==> src/rtl/bcd_digit_scan_if.sv <==
// Purpose : bundles the display scanner's load inputs and display outputs.
// Ports   : digits_in/load (toward scanner), bcd/an/frame_sync (from scanner).
// Modports: master = producer of digits / consumer of drive signals, slave = scanner.
interface bcd_digit_scan_if #(
    parameter int NUM_DIGITS = 4
);
    logic [4*NUM_DIGITS-1:0] digits_in;
    logic                    load;
    logic [3:0]              bcd;
    logic [NUM_DIGITS-1:0]   an;
    logic                    frame_sync;

    modport master (
        output digits_in,
        output load,
        input  bcd,
        input  an,
        input  frame_sync
    );

    modport slave (
        input  digits_in,
        input  load,
        output bcd,
        output an,
        output frame_sync
    );
endinterface

==> src/rtl/bcd_digit_scan.sv <==
// Purpose : time-multiplexed common-anode 7-segment scanner with tear-free
//           frame snapshot, leading-zero blanking and anti-ghosting dead time.
// Ports   : clk, rst_n (async active-low); bus.slave carries digits_in/load in,
//           bcd (4'hF = blank), an (active-low, at most one low), frame_sync out.
// Latency : outputs registered, one cycle behind the prescaler/index state.
module bcd_digit_scan #(
    parameter int NUM_DIGITS  = 4,
    parameter int REFRESH_DIV = 50000,
    parameter int DEAD_CYC    = 2,
    parameter int LZ_BLANK    = 1
) (
    input  logic             clk,
    input  logic             rst_n,
    bcd_digit_scan_if.slave  bus
);
    localparam int CNTW = (REFRESH_DIV > 1) ? $clog2(REFRESH_DIV) : 1;
    localparam int IDXW = $clog2(NUM_DIGITS);
    localparam int DW   = 4 * NUM_DIGITS;

    localparam logic [CNTW-1:0] CNT_LAST = CNTW'(REFRESH_DIV - 1);
    localparam logic [CNTW-1:0] CNT_DEAD = CNTW'(DEAD_CYC);
    localparam logic [IDXW-1:0] IDX_LAST = IDXW'(NUM_DIGITS - 1);

    logic [CNTW-1:0]       r_cnt;
    logic [IDXW-1:0]       r_idx;
    logic [DW-1:0]         r_shadow;
    logic [DW-1:0]         r_active;
    logic                  r_pend;
    logic [3:0]            r_bcd;
    logic [NUM_DIGITS-1:0] r_an;
    logic                  r_frame_sync;

    logic                  w_slot_end;
    logic                  w_wrap;
    logic                  w_live;
    logic                  w_upper_zero;
    logic                  w_blank;
    logic [3:0]            w_nib;
    logic [3:0]            w_bcd_nxt;
    logic [NUM_DIGITS-1:0] w_an_nxt;

    assign w_slot_end = (r_cnt == CNT_LAST);
    assign w_wrap     = w_slot_end && (r_idx == IDX_LAST);
    // Anodes stay off for the first DEAD_CYC clocks of each slot so the
    // previous digit's segments never light the next anode.
    assign w_live     = (r_cnt >= CNT_DEAD);

    // Prescaler and digit index.
    always_ff @(posedge clk or negedge rst_n) begin
        if (!rst_n) begin
            r_cnt <= '0;
            r_idx <= '0;
        end else if (w_slot_end) begin
            r_cnt <= '0;
            r_idx <= (r_idx == IDX_LAST) ? '0 : r_idx + IDXW'(1);
        end else begin
            r_cnt <= r_cnt + CNTW'(1);
        end
    end

    // Snapshot path: loads park in the shadow and only reach the displayed
    // copy at a frame wrap, so one frame never shows a mix of old and new.
    // A load landing exactly on the wrap goes straight through.
    always_ff @(posedge clk or negedge rst_n) begin
        if (!rst_n) begin
            r_shadow <= '0;
            r_active <= '0;
            r_pend   <= 1'b0;
        end else if (bus.load) begin
            r_shadow <= bus.digits_in;
            if (w_wrap) begin
                r_active <= bus.digits_in;
                r_pend   <= 1'b0;
            end else begin
                r_pend   <= 1'b1;
            end
        end else if (w_wrap && r_pend) begin
            r_active <= r_shadow;
            r_pend   <= 1'b0;
        end
    end

    // Select the current nibble, detect "this and all higher digits are
    // zero" for leading-zero blanking, and build the anode pattern.
    always_comb begin
        w_upper_zero = 1'b1;
        w_nib        = 4'hF;
        w_an_nxt     = '1;
        for (int j = 0; j < NUM_DIGITS; j++) begin
            if ((j >= int'(r_idx)) && (r_active[4*j +: 4] != 4'h0)) begin
                w_upper_zero = 1'b0;
            end
            if (j == int'(r_idx)) begin
                w_nib = r_active[4*j +: 4];
                if (w_live) begin
                    w_an_nxt[j] = 1'b0;
                end
            end
        end
        // Digit 0 is never blanked so an all-zero value still shows "0".
        w_blank   = (LZ_BLANK != 0) && (r_idx != '0) && w_upper_zero;
        w_bcd_nxt = (w_live && !w_blank) ? w_nib : 4'hF;
    end

    always_ff @(posedge clk or negedge rst_n) begin
        if (!rst_n) begin
            r_bcd        <= 4'hF;
            r_an         <= '1;
            r_frame_sync <= 1'b0;
        end else begin
            r_bcd        <= w_bcd_nxt;
            r_an         <= w_an_nxt;
            r_frame_sync <= w_wrap;
        end
    end

    assign bus.bcd        = r_bcd;
    assign bus.an         = r_an;
    assign bus.frame_sync = r_frame_sync;
endmodule

==> src/flat_wrapper.sv <==
// flat-port wrapper written by rule: the top's interface ports become plain ports
module bcd_digit_scan_flat 
#(
    parameter int NUM_DIGITS  = 4,
    parameter int REFRESH_DIV = 50000,
    parameter int DEAD_CYC    = 2,
    parameter int LZ_BLANK    = 1
)
  (clk, rst_n, bus_digits_in, bus_load, bus_bcd, bus_an, bus_frame_sync);
  bcd_digit_scan_if #(.NUM_DIGITS(NUM_DIGITS)) bus_i ();
  input  logic clk;
  input  logic rst_n;
  input wire logic [$bits(bus_i.digits_in)-1:0] bus_digits_in;
  input wire logic [$bits(bus_i.load)-1:0] bus_load;
  output wire logic [$bits(bus_i.bcd)-1:0] bus_bcd;
  output wire logic [$bits(bus_i.an)-1:0] bus_an;
  output wire logic [$bits(bus_i.frame_sync)-1:0] bus_frame_sync;
  assign bus_i.digits_in = bus_digits_in;
  assign bus_i.load = bus_load;
  assign bus_bcd = bus_i.bcd;
  assign bus_an = bus_i.an;
  assign bus_frame_sync = bus_i.frame_sync;
  bcd_digit_scan #(.NUM_DIGITS(NUM_DIGITS), .REFRESH_DIV(REFRESH_DIV), .DEAD_CYC(DEAD_CYC), .LZ_BLANK(LZ_BLANK)) u_core (.clk(clk), .rst_n(rst_n), .bus(bus_i));
endmodule
==> config.mk <==
export PLATFORM = sky130hd
export DESIGN_NAME = bcd_digit_scan_flat
export DESIGN_NICKNAME = d
export VERILOG_FILES = /design/src/rtl/bcd_digit_scan_if.sv /design/src/rtl/bcd_digit_scan.sv /design/src/flat_wrapper.sv
export SDC_FILE = /design/constraint.sdc
export NUM_CORES = 1
export LEC_CHECK = 0
export CELL_PAD_IN_SITES_DETAIL_PLACEMENT = 2
export CELL_PAD_IN_SITES_GLOBAL_PLACEMENT = 2
export CORE_MARGIN = 3
export CORE_UTILIZATION = 41
export CTS_CLUSTER_SIZE = 28
export DETAILED_ROUTE_END_ITERATION = 7
export GPL_ROUTABILITY_DRIVEN = 0
export PLACE_DENSITY_LB_ADDON = 0.12
export SYNTH_ARGS = -nofsm -noshare
export SYNTH_HDL_FRONTEND = slang
export SYNTH_SLANG_ARGS = --single-unit
==> constraint.sdc <==
create_clock -name clk -period 5.13 [get_ports clk]
set_clock_uncertainty 0.2 [all_clocks]
set_input_delay 0.513 -clock clk [delete_from_list [all_inputs] [get_ports clk]]
set_output_delay 0.513 -clock clk [all_outputs]
set_load 0.005 [all_outputs]
==> impl_metrics.toml, run 1 <==
[outcome]
status = "finished, final reports clean"

[global_route]
gr-total-overflow = 0
grt_use_total_pct = 18.5
use_met1_pct = 20.1
use_met2_pct = 34.0
use_met3_pct = 4.16
grt_antenna_before_repair = 0
grt_pass1_vias = 2042
grt_busiest_layer = "met2"
grt_max_degree = 61
grt_pass1_wl_mm = 10.4

[power_and_ir_drop]
p_per_area_nw_per_um2 = 288
total_power_mw = 0.914
ir_drop_uv = 193
p_leak_nw = 1.38

[cts]
clock_latency_ns = 0.33
holdBufCountCts = 0
cts_root_buf = "clkbuf_8"
path_clk_slew_ns = 0.07
cts_buffer_depth = 2
cts.sinks = 60
cts_tree = "built"
cts-resized-gates = 0
numCtsBuffers = 9
htreeDepth = 3
post-cts-setup-buffer-count = 0

[worst_setup_path]
cp_slowest_cell = "clkdlybuf4s50_1"
reg2reg_from = "u_core.r_cnt[1]"
r2r_cells = 5
r2r_slack_ns = 2.43
path_cells = "clkdlybuf4s50_1 -> nor2_1 -> nor3_4 -> mux2_2"
cpPeakStageDelay_ns = 1.00
cp_data_arrival_time_ns = 2.98
endpoint_kind = "flop"
startpoint_type = "input port"
cp_num_cells = 4
critPathTopFamily = "simple AND/OR/NAND/NOR gates"
crit_type = "in -> reg"
crit_path_start = "bus_load"
cp_data_required_time_ns = 5.15
critical_path_peak_fanout = 17
critical_path_buf_inv_count = 1
worstReg2RegEnd = "u_core.r_active[4]"
crit_path_end = "u_core.r_active[4]"

[flow_run]
cap_violations = 0

[cells_and_area]
antenna_cells = 0
final_area_um2 = 3170
nets = 271
drive_gt1_share_pct = 24.4
syn_to_final_growth_pct = 17.8

[logic_synthesis]
synth_edf_count = 0
ys_seq_elements = 60
synth_top_cell_by_area = "dfrtp_1"
ys.flop_type = "dfrtp_1"
syn-num-nets = 238
syn_inst = 212
synth.avg_cell_area_um2 = 12.7
synth_top_area_share_pct = 48.3
synth.cell_area_um2 = 2690
post-synth-top-count-cell = "dfrtp_1"
synth.distinct_cells = 34
synth.top_cells.by_area = "dfrtp_1 (48%), mux2_2 (9.6%), dfstp_2 (7.8%)"
netlist_top_cells_count = "dfrtp_1 (52), nor2_1 (24), mux2_2 (23)"
yosys_warnings = 0
async_reset_ff_share_pct = 100
yosysSeqAreaShare_pct = 56.1

[drt]
wire_per_inst_um = 19.4
drt-total-wl_mm = 6.32
antenna_left = 0
vias_per_cell = 5.40
drcViolationCount = 0
drtIter0Drc = 50
first_pass_iters = 4
vias = 1754

[placement]
placed_cell_area_um2 = 3020
port_buffers = 27
dp_slack_ns = 1.80
hpwl_mm = 4.48

[timing]
setup_viol = 0
fin_ws_ns = 2.17
worstMarginPinSlew_ns = 0.999
maxSlewViolCount = 0
tns_ns = 0
layout_min_cycle_time_ns = 2.96
fin_crit_sh_pct = 57.7
relSlewSlack_pct = 33.2
hold_viol = 0
fmax_ghz = 0.338
grt_setup_unrepaired = "false"

[floorplan]
die_x_um = 87.1
dieArea_um2 = 7580
pin_count = 28
start_util_pct = 43.9
core_area_um2 = 6130
row_count = 28
dieHeight_um = 87.1

[hold_path]
hold_class = "in -> async"
-- cells in the final DEF, fill, tap and decap left out, drive strengths merged, types with 2 or more instances in the layout --
cell,instances
or2,2
xor2,7
clkbuf,13
nand4,5
nor3,6
o21ai,3
and4,3
clkdlybuf4s50,26
buf,2
mux2,33
nand2,10
dfstp,8
inv,10
ha,7
nor4,4
nor2,24
xnor2,4
a221oi,4
clkinv,3
o21bai,5
a211oi,4
nand3,7
mux2i,2
dfrtp,52
and3,2
-- where the power goes --
part           internal [mW]  total (mW)  switching, mW  leakage, nW
Sequential             0.493       0.502        0.00873        0.746
Combinational         0.0337      0.0597         0.0260        0.554
Clock                  0.174       0.353          0.179       0.0812
Total                  0.700       0.914          0.214         1.38
-- state kept, by name, summed over array words and instances (netlist names) --
name,cells
u_core.bus.an,4
u_core.r_idx,2
u_core.bus.bcd,4
u_core.r_active,16
u_core.r_cnt,16
u_core.bus.frame_sync,1
u_core.r_pend,1
u_core.r_shadow,16
-- area by class of cell --
type | instances | area (um2)
sequential | 60 | 1510
multi-input combinational | 136 | 1100
clock buffer | 13 | 139
clock inverter | 3 | 15.0
inverter | 10 | 37.5
fill | 603 | 2960
timing repair buffer | 28 | 273
tap | 75 | 93.8
-- stage by stage --
stage	hold WS, ns	std cells	util [%]
after global routing	0.169	325	51.8
after detailed placement	0.290	309	49.2
after CTS	0.154	325	51.8
after floorplan	0.0174	212	-
after global placement	0.281	309	49.2
final	0.110	325	51.8
-- metal layers --
| metal | vias up | wire length [um] | share of wire, % |
|---|---|---|---|
| li1 | 809 | - | - |
| met1 | 908 | 2560 | 41 |
| met2 | 29 | 3450 | 55 |
| met3 | 8 | 205 | 3.2 |
| met4 | 0 | 102 | 1.6 |
| met5 | - | 0 | 0 |
-- worst reg2reg max path, delay by kind of cell (launching register included) --
family	cells	cell delay, ns
and+or+nand+nor	3	1.28
muxes	1	0.43
DFF	1	0.42
adders and majority gates	1	0.26
-- kinds of logic after synthesis --
family,after synthesis,synth area share [%]
flip-flops,60,56.1
AND/OR/NAND/NOR,64,13.1
adder cells (fa/ha/maj),7,3.25
XOR/XNOR,11,3.58
buffers and inverters,16,2.93
AO/OA/AOI/OAI,19,5.06
multiplexers,35,15.9
-- how the worst min path moves through the flow --
stage | start | to | slack, ns | cells past startpoint
floorplan | rst_n | u_core.bus.frame_sync | 0.02 | 0
global placement | u_core.r_shadow[3] | u_core.r_shadow[3] | 0.28 | 1
detailed placement | u_core.r_shadow[3] | u_core.r_shadow[3] | 0.29 | 1
CTS | rst_n | u_core.r_shadow[2] | 0.15 | 2
global route | rst_n | u_core.r_shadow[6] | 0.17 | 2
finish | rst_n | u_core.r_active[7] | 0.11 | 2
Power figures use the tool's default switching activity.
==> inputs of run 2 (changes only) <==
--- a/config.mk
+++ b/config.mk
@@ -8,7 +8,7 @@
 export CELL_PAD_IN_SITES_DETAIL_PLACEMENT = 2
 export CELL_PAD_IN_SITES_GLOBAL_PLACEMENT = 2
 export CORE_MARGIN = 3
-export CORE_UTILIZATION = 41
+export CORE_UTILIZATION = 35
 export CTS_CLUSTER_SIZE = 28
 export DETAILED_ROUTE_END_ITERATION = 7
 export GPL_ROUTABILITY_DRIVEN = 0
==> constraint.sdc (replaced) <==
create_clock -name clk -period 2.45 [get_ports clk]
set_clock_uncertainty 0.2 [all_clocks]
set_input_delay 0.245 -clock clk [delete_from_list [all_inputs] [get_ports clk]]
set_output_delay 0.245 -clock clk [all_outputs]
set_load 0.005 [all_outputs]
==> impl_metrics.toml, run 2 (same netlist as run 1, synthesis figures left out) <==
[worst_setup_path]
cp_data_arrival_time_ns = 2.25
r2r_slack_ns = 0.23
path_cells = "ha_1 -> and4_1 -> nand4_4 -> nor3_4 -> buf_4 -> mux2_2"
cp_data_required_time_ns = 2.48
critical_path_peak_fanout = 9
reg2reg_from = "u_core.r_cnt[1]"
startpoint_type = "flop"
r2r_cells = 6
crit_type = "reg -> reg"
endpoint_kind = "flop"
cpPeakStageDelay_ns = 0.41
worstReg2RegEnd = "u_core.r_active[5]"
cp_slowest_cell = "dfrtp_1"

[cells_and_area]
nets = 277
largestRegisters = "u_core.r_active (16), u_core.r_cnt (16), u_core.r_shadow (16)"
fin_cells = 354
drive_gt1_share_pct = 26.7
antenna_cells = 0
final_common_cell = "dfrtp_1"
multiInputGateArea_um2 = 1100
fin_util_pct = 45.1
syn_to_final_growth_pct = 23.3
ff_latch_area_um2 = 1510
final_cell_mix = "dfrtp_1 (52), clkdlybuf4s50_1 (26), nor2_1 (24)"
final_area_um2 = 3320
fillers = 754

[cts]
path_clk_slew_ns = 0.07
cts_buffer_depth = 2
clock_latency_ns = 0.34
post-cts-setup-buffer-count = 0
cts.sinks = 60
cts_root_buf = "clkbuf_8"
holdBufCountCts = 1
cts-resized-gates = 0
htreeDepth = 3
numCtsBuffers = 9
cts_tree = "built"

[global_route]
grt_antenna_before_repair = 0
grt_pass1_vias = 2043
grt_pass1_wl_mm = 10.8
grt_use_total_pct = 16.3
grt_max_degree = 33
gr-total-overflow = 0

[power_and_ir_drop]
total_power_mw = 2.14
p_leak_nw = 1.44
ir_drop_uv = 206
p_per_area_nw_per_um2 = 643

[placement]
placed_cell_area_um2 = 3100
port_buffers = 27
dp.cells = 338
hpwl_mm = 4.68
dp_slack_ns = 0.218

[drt]
drtIter0Drc = 39
vias = 1754
first_pass_iters = 4
wire_per_inst_um = 18.2
drcViolationCount = 0
vias_per_cell = 4.95
antenna_left = 0
drt-total-wl_mm = 6.44

[timing]
layout_min_cycle_time_ns = 2.22
relSlewSlack_pct = 49.9
fmax_ghz = 0.450
grt_setup_unrepaired = "false"
maxSlewViolCount = 0
worst_hold_slack_ns = 0.298
fin_ws_ns = 0.230
hold_viol = 0
worstMarginPinSlew_ns = 0.752
setup_viol = 0
fin_crit_sh_pct = 90.6
tns_ns = 0

[floorplan]
start_util_pct = 36.6
core_area_um2 = 7370
dieArea_um2 = 8790
dieHeight_um = 93.7
pin_count = 28
row_count = 31
die_x_um = 93.7

[outcome]
status = "finished, final reports clean"

[hold_path]
hold_class = "in -> async"

[flow_run]
cap_violations = 0
run 2: worst max-delay path: cells and delay by family (launching register included):
family / cells / cell delay, ns
buf+inv: 1 / 0.24
simple gates: 3 / 0.66
mux: 1 / 0.36
fa+ha+maj: 1 / 0.25
flops: 1 / 0.41
run 2: routing by layer:
metal	track usage, %	share of wire [%]
met2	27.3	50
met5	0	0
met3	5.05	3.5
met1	20.2	45
met4	5.05	1.3
run 2: cell type report:
type	instances	share of cell area (%)
inverters	10	1.13
clock inverters	1	0.904
clock buffers	14	5.50
repair buffers	34	10.0
multi-input cells	136	33.2
well taps	99	3.73
flip-flops and latches	60	45.5
run 2: worst max-delay path by stage:
stage,cells past startpoint,to,from
floorplan,6,u_core.r_active[10],u_core.r_cnt[1]
global placement,6,u_core.r_active[2],u_core.r_cnt[1]
detailed placement,6,u_core.r_active[2],u_core.r_cnt[1]
CTS,6,u_core.r_active[5],u_core.r_cnt[1]
global route,6,u_core.r_active[2],u_core.r_cnt[1]
finish,6,u_core.r_active[5],u_core.r_cnt[1]
run 2: report_power, final:
part	switching (mW)	internal (mW)	total [mW]
Clock	0.381	0.576	0.957
Sequential	0.0169	1.03	1.05
Combinational	0.0556	0.0746	0.130
Total	0.453	1.68	2.14
==> inputs of run 3 (changes only) <==
--- a/config.mk
+++ b/config.mk
@@ -13,6 +13,7 @@
 export DETAILED_ROUTE_END_ITERATION = 7
 export GPL_ROUTABILITY_DRIVEN = 0
 export PLACE_DENSITY_LB_ADDON = 0.12
+export SETUP_SLACK_MARGIN = 0.05
 export SYNTH_ARGS = -nofsm -noshare
 export SYNTH_HDL_FRONTEND = slang
 export SYNTH_SLANG_ARGS = --single-unit
==> results of run 3 <==
No change in the layout: final DEF, timing and power equal those of run 2.
